$ cat src/rtl/regfile_wr_arb_if.sv
// Write-port bundle for regfile_wr_arb: core and IO request/grant
// channels plus the registered regfile write port and busy flag.
interface regfile_wr_arb_if;
    logic       core_req;
    logic [3:0] core_wa;
    logic [7:0] core_wd;
    logic       core_gnt;
    logic       io_req;
    logic [3:0] io_wa;
    logic [7:0] io_wd;
    logic       io_gnt;
    logic       io_lock;
    logic       we3;
    logic [3:0] wa3;
    logic [7:0] wd3;
    logic       busy;

    modport master (
        output core_req, core_wa, core_wd,
        output io_req, io_wa, io_wd, io_lock,
        input  core_gnt, io_gnt,
        input  we3, wa3, wd3, busy
    );

    modport slave (
        input  core_req, core_wa, core_wd,
        input  io_req, io_wa, io_wd, io_lock,
        output core_gnt, io_gnt,
        output we3, wa3, wd3, busy
    );
endinterface

$ cat src/rtl/regfile_wr_arb.sv
// Round-robin regfile write arbiter (core vs IO), one registered write
// per cycle, latency 1; writes to r0 handshake but never raise we3.
// Ports: clk, reset (async, active low), bus (regfile_wr_arb_if.slave).
// Optional IO burst ownership enabled by macro REGARB_BURST_EN.
module regfile_wr_arb #(
    parameter int BURST_MAX = 4
) (
    input  logic             clk,
    input  logic             reset,
    regfile_wr_arb_if.slave  bus
);

`ifdef REGARB_BURST_EN
    localparam bit BURST_EN = 1'b1;
`else
    localparam bit BURST_EN = 1'b0;
`endif

    localparam logic [2:0] BMAX = 3'(BURST_MAX);

    typedef enum logic [1:0] {
        IDLE, LAST_CORE, LAST_IO, BURST
    } state_e;

    state_e     state_q, state_d;
    logic       last_io_q, last_io_d;
    logic [2:0] cnt_q, cnt_d;
    logic       we3_q, we3_d;
    logic       busy_q, busy_d;
    logic [3:0] wa3_q, wa3_d;
    logic [7:0] wd3_q, wd3_d;

    logic core_gnt, io_gnt;
    logic burst_hold;
    logic hs_core, hs_io;

    // IO keeps priority only while its burst is still within budget
    assign burst_hold = BURST_EN && (state_q == BURST) &&
                        bus.io_lock && (cnt_q < BMAX);

    assign hs_core = bus.core_req & core_gnt;
    assign hs_io   = bus.io_req & io_gnt;

    always_ff @(posedge clk or negedge reset) begin
        if (!reset) begin
            state_q   <= IDLE;
            last_io_q <= 1'b1;
            cnt_q     <= 3'd0;
            we3_q     <= 1'b0;
            busy_q    <= 1'b0;
            wa3_q     <= 4'd0;
            wd3_q     <= 8'd0;
        end else begin
            state_q   <= state_d;
            last_io_q <= last_io_d;
            cnt_q     <= cnt_d;
            we3_q     <= we3_d;
            busy_q    <= busy_d;
            wa3_q     <= wa3_d;
            wd3_q     <= wd3_d;
        end
    end

    always_comb begin
        state_d   = IDLE;
        last_io_d = last_io_q;
        cnt_d     = 3'd0;
        if (hs_core) begin
            state_d   = LAST_CORE;
            last_io_d = 1'b0;
        end else if (hs_io) begin
            last_io_d = 1'b1;
            if (BURST_EN && bus.io_lock) begin
                state_d = BURST;
                // an exhausted burst regranted to a lone IO starts afresh
                cnt_d = burst_hold ? cnt_q + 3'd1 : 3'd1;
            end else begin
                state_d = LAST_IO;
            end
        end
    end

    // Grants are gated by reset so nothing handshakes while held in reset
    always_comb begin
        core_gnt = 1'b0;
        io_gnt   = 1'b0;
        if (!reset) begin
            core_gnt = 1'b0;
        end else if (burst_hold && bus.io_req) begin
            io_gnt = 1'b1;
        end else if (bus.core_req && bus.io_req) begin
            core_gnt = last_io_q;
            io_gnt   = !last_io_q;
        end else begin
            core_gnt = bus.core_req;
            io_gnt   = bus.io_req;
        end
    end

    always_comb begin
        we3_d  = 1'b0;
        busy_d = 1'b0;
        wa3_d  = wa3_q;
        wd3_d  = wd3_q;
        if (hs_core) begin
            busy_d = 1'b1;
            we3_d  = |bus.core_wa;
            wa3_d  = bus.core_wa;
            wd3_d  = bus.core_wd;
        end else if (hs_io) begin
            busy_d = 1'b1;
            we3_d  = |bus.io_wa;
            wa3_d  = bus.io_wa;
            wd3_d  = bus.io_wd;
        end
    end

    assign bus.core_gnt = core_gnt;
    assign bus.io_gnt   = io_gnt;
    assign bus.we3      = we3_q;
    assign bus.busy     = busy_q;
    assign bus.wa3      = wa3_q;
    assign bus.wd3      = wd3_q;

endmodule

$ cat src/flat_wrapper.sv
// flat-port wrapper written by rule: the top's interface ports become plain ports
module regfile_wr_arb_flat 
#(
    parameter int BURST_MAX = 4
)
  (clk, reset, bus_core_req, bus_core_wa, bus_core_wd, bus_io_req, bus_io_wa, bus_io_wd, bus_io_lock, bus_core_gnt, bus_io_gnt, bus_we3, bus_wa3, bus_wd3, bus_busy);
  regfile_wr_arb_if bus_i ();
  input  logic clk;
  input  logic reset;
  input wire logic [$bits(bus_i.core_req)-1:0] bus_core_req;
  input wire logic [$bits(bus_i.core_wa)-1:0] bus_core_wa;
  input wire logic [$bits(bus_i.core_wd)-1:0] bus_core_wd;
  input wire logic [$bits(bus_i.io_req)-1:0] bus_io_req;
  input wire logic [$bits(bus_i.io_wa)-1:0] bus_io_wa;
  input wire logic [$bits(bus_i.io_wd)-1:0] bus_io_wd;
  input wire logic [$bits(bus_i.io_lock)-1:0] bus_io_lock;
  output wire logic [$bits(bus_i.core_gnt)-1:0] bus_core_gnt;
  output wire logic [$bits(bus_i.io_gnt)-1:0] bus_io_gnt;
  output wire logic [$bits(bus_i.we3)-1:0] bus_we3;
  output wire logic [$bits(bus_i.wa3)-1:0] bus_wa3;
  output wire logic [$bits(bus_i.wd3)-1:0] bus_wd3;
  output wire logic [$bits(bus_i.busy)-1:0] bus_busy;
  assign bus_i.core_req = bus_core_req;
  assign bus_i.core_wa = bus_core_wa;
  assign bus_i.core_wd = bus_core_wd;
  assign bus_i.io_req = bus_io_req;
  assign bus_i.io_wa = bus_io_wa;
  assign bus_i.io_wd = bus_io_wd;
  assign bus_i.io_lock = bus_io_lock;
  assign bus_core_gnt = bus_i.core_gnt;
  assign bus_io_gnt = bus_i.io_gnt;
  assign bus_we3 = bus_i.we3;
  assign bus_wa3 = bus_i.wa3;
  assign bus_wd3 = bus_i.wd3;
  assign bus_busy = bus_i.busy;
  regfile_wr_arb #(.BURST_MAX(BURST_MAX)) u_core (.clk(clk), .reset(reset), .bus(bus_i));
endmodule
$ cat config.mk
export PLATFORM = sky130hd
export DESIGN_NAME = regfile_wr_arb_flat
export DESIGN_NICKNAME = d
export VERILOG_FILES = /design/src/rtl/regfile_wr_arb_if.sv /design/src/rtl/regfile_wr_arb.sv /design/src/flat_wrapper.sv
export SDC_FILE = /design/constraint.sdc
export NUM_CORES = 1
export LEC_CHECK = 0
export BUFFER_PORTS_ARGS = -buffer_cell sky130_fd_sc_hd__buf_4
export CORE_MARGIN = 2
export CORE_UTILIZATION = 43
export CTS_BUF_LIST = sky130_fd_sc_hd__clkbuf_4
export CTS_CLUSTER_DIAMETER = 150
export CTS_CLUSTER_SIZE = 30
export DETAILED_ROUTE_END_ITERATION = 12
export PLACE_DENSITY_LB_ADDON = 0.1
export SYNTH_ARGS = -nofsm -noshare
export SYNTH_HDL_FRONTEND = slang
export SYNTH_SLANG_ARGS = --single-unit
$ cat constraint.sdc
create_clock -name clk -period 1.6 [get_ports clk]
set_input_delay 0.16 -clock clk [delete_from_list [all_inputs] [get_ports clk]]
set_output_delay 0.16 -clock clk [all_outputs]
set_load 0.02 [all_outputs]
==> impl_metrics.py <==
metrics = {
    "outcome": {
        "outcome": "completed",
    },
    "sta": {
        "fin_worst_skew_ns": 0.00376,
        "final.setup.tns_ns": 0,
        "finalCritPeriodShare": 0.951,
        "fmax_mhz": 657,
        "rsz0062_at_grt": "no",
        "maxSlewViolCount": 0,
        "setup-violations-final": 0,
        "max_slew_margin": 0.691,
        "final_hold_viol_count": 0,
        "fin_crit_ns": 1.52,
        "tightest_slew_ns": 0.464,
    },
    "clocking": {
        "cts_buffer_depth": 2,
        "cts_tree": "yes",
        "cts_root_buf": "clkbuf_4",
        "cts_num_sinks": 15,
        "cts_setup_buffers": 0,
        "cts_max_level": 1,
        "numCtsBuffers": 3,
        "clk_latency_ns": 0.27,
        "clk_pin_slew_ns": 0.09,
    },
    "run": {
        "cap_viol_max_count": 0,
    },
    "synthesis": {
        "synth.distinct_cells": 22,
        "yosysSeqAreaShare": 0.517,
        "syn_nets": 104,
        "synth_cells": 75,
        "syn_area_um2": 728,
        "synth-seq-cells": 15,
        "syn_avg_cell_area_um2": 9.71,
        "yosys_warnings": 0,
    },
    "die": {
        "core_um2": 1540,
        "fp-row-count": 14,
        "die-area_um2": 2040,
        "die_y_um": 45.2,
        "ioPinCount": 45,
        "start_util": 0.472,
        "die_x_um": 45.2,
    },
    "grt": {
        "track_usage": 0.215,
        "antenna_found_initial": 0,
        "globalRouteOverflowTotal": 0,
        "grt_max_degree": 20,
        "first_global_vias": 736,
        "grt_pass1_wl_mm": 3.17,
    },
    "setup_path": {
        "cp-end-kind": "primary output",
        "required_ns": 1.44,
        "worstPathArrival_ns": 1.36,
        "slowest_delay_ns": 0.57,
        "worstPathCellList": "and2b_4 > nor2_2 > buf_4",
        "start_kind": "register",
        "worstSetupPathType": "register to primary output",
        "cp_max_fo": 10,
        "r2r_start": "u_core.last_io_q",
        "cpMaxStageDelayCell": "dfstp_2",
        "crit_start": "u_core.last_io_q",
    },
    "route": {
        "vias": 776,
        "wirelength_mm": 2.04,
        "drtAntennaViolNets": 0,
        "drc": 0,
        "wl_per_cell_um": 14.7,
        "drtIter0Drc": 7,
        "viasPerCell": 5.62,
        "first_pass_iters": 3,
    },
    "final_layout": {
        "post-route-util": 0.722,
        "drive_gt1_frac": 0.467,
        "fillCellCount": 127,
        "stdcell_count": 138,
        "seqCellArea_um2": 377,
        "num_antenna_cells": 0,
        "area_growth_pct": 52.9,
        "multi_input_area_um2": 323,
        "layout.nets": 152,
    },
    "placed_design": {
        "hpwl_mm": 1.45,
        "port_buffers": 43,
        "dp.cells": 131,
        "place_congestion": 0.719,
    },
    "worst_hold_path": {
        "hp-start": "bus_io_wa[1]",
        "holdCritPathClass": "input port to register",
    },
    "pwr": {
        "leakage_nw": 0.521,
        "power_density_nw_per_um2": 940,
        "peakVddDrop_uv": 493,
    },
}
## cell usage after synthesis
master,count,area (um^2)
a21oi_1,3,15.0
a221o_1,3,30.0
a22o_1,1,8.76
a31oi_1,9,56.3
and2_1,1,6.26
and2b_2,1,8.76
and3_2,2,15.0
and3_4,1,11.3
buf_2,1,5.00
buf_4,1,7.51
buf_6,1,11.3
clkbuf_2,1,5.00
dfrtp_1,14,350
dfstp_2,1,26.3
inv_2,1,3.75
nand2_1,2,7.51
nand2b_2,1,8.76
nand3_1,9,45.0
nor2_1,10,37.5
o21ai_0,9,45.0
o21ai_2,1,8.76
or4_1,2,15.0
## power breakdown
part           leakage [nW]  total [mW]  internal [mW]  switching (mW)
Sequential            0.173       0.467          0.436          0.0312
Combinational         0.330       0.347          0.166           0.181
Clock                0.0184       0.232          0.113           0.118
Total                 0.521        1.05          0.716           0.330
## logic make-up after synthesis
kind of cell	synth area share
AO/OA/AOI/OAI	0.225
buffers and inverters	0.0447
AND/OR/NAND/NOR	0.213
flip-flops	0.517
## state kept, by name, indices dropped and copies added, names as in the netlist
signal / count
u_core.last_io_q: 1
u_core.bus.wd3: 8
u_core.bus.busy: 1
u_core.bus.we3: 1
u_core.bus.wa3: 4
## through the flow
stage	area [um^2]	hold slack [ns]	setup WS, ns	power (mW)
after floorplan	728	-0.136	0.157	0.649
after global placement	1050	-0.00491	0.296	0.805
after detailed placement	1050	-0.00497	0.223	0.814
after CTS	1110	0.107	0.0778	1.05
after global routing	1110	0.118	0.00635	1.10
final	1110	0.119	0.0788	1.05
## cells in the final DEF, fill, tap and decap left out
master,n
clkbuf_4,4
nand2b_2,1
dfrtp_1,14
o21ai_2,1
nor2_1,9
a221o_1,3
dfstp_2,1
a22o_1,1
inv_2,1
a21oi_1,3
dlygate4sd3_1,3
or4_1,2
and2_1,1
buf_4,44
and3_2,2
a31oi_1,9
nand2_1,2
o21ai_0,9
nor2_2,1
nand3_1,9
and3_4,1
and2b_4,1
## worst paths after layout
path	to	slack, ns	depth (start not counted)
max in group asynchronous	u_core.bus.wd3[0]	0.96	3
setup reg to reg	u_core.bus.wa3[3]	0.29	3
min in group asynchronous	u_core.bus.wa3[1]	0.35	2
hold reg to reg	u_core.bus.wa3[3]	0.52	1
hold / removal	u_core.bus.wa3[1]	0.12	2
setup / recovery	bus_core_gnt	0.08	3
## what timing repair did
action,4_1_cts,5_1_grt
hold buffers,3,0
hold endpoints to repair,14,0
setup endpoints to repair,1,0
gates resized for setup,2,0
## area by class of cell
cell class                 instances  share of cell area
clock buffer                       4              0.0270
sequential                        15               0.338
multi-input combinational         55               0.290
tap                               16              0.0180
timing repair buffer              47               0.324
inverter                           1             0.00337
## worst max-delay path: cells and delay by family (launching register included)
family                 cells  cell delay [ns]
and+or+nand+nor            2             0.35
DFF                        1             0.57
buffers and inverters      1             0.16
## metal layers
layer	routed length (um)	global-route usage	part of all wire	vias to the layer above
met4	9	0.0529	0.0044	0
li1	-	-	-	378
met3	104	0.0440	0.051	2
met5	0	0	0	-
met1	848	0.276	0.42	372
met2	1070	0.369	0.53	24
(Power assumes the default switching activity.)
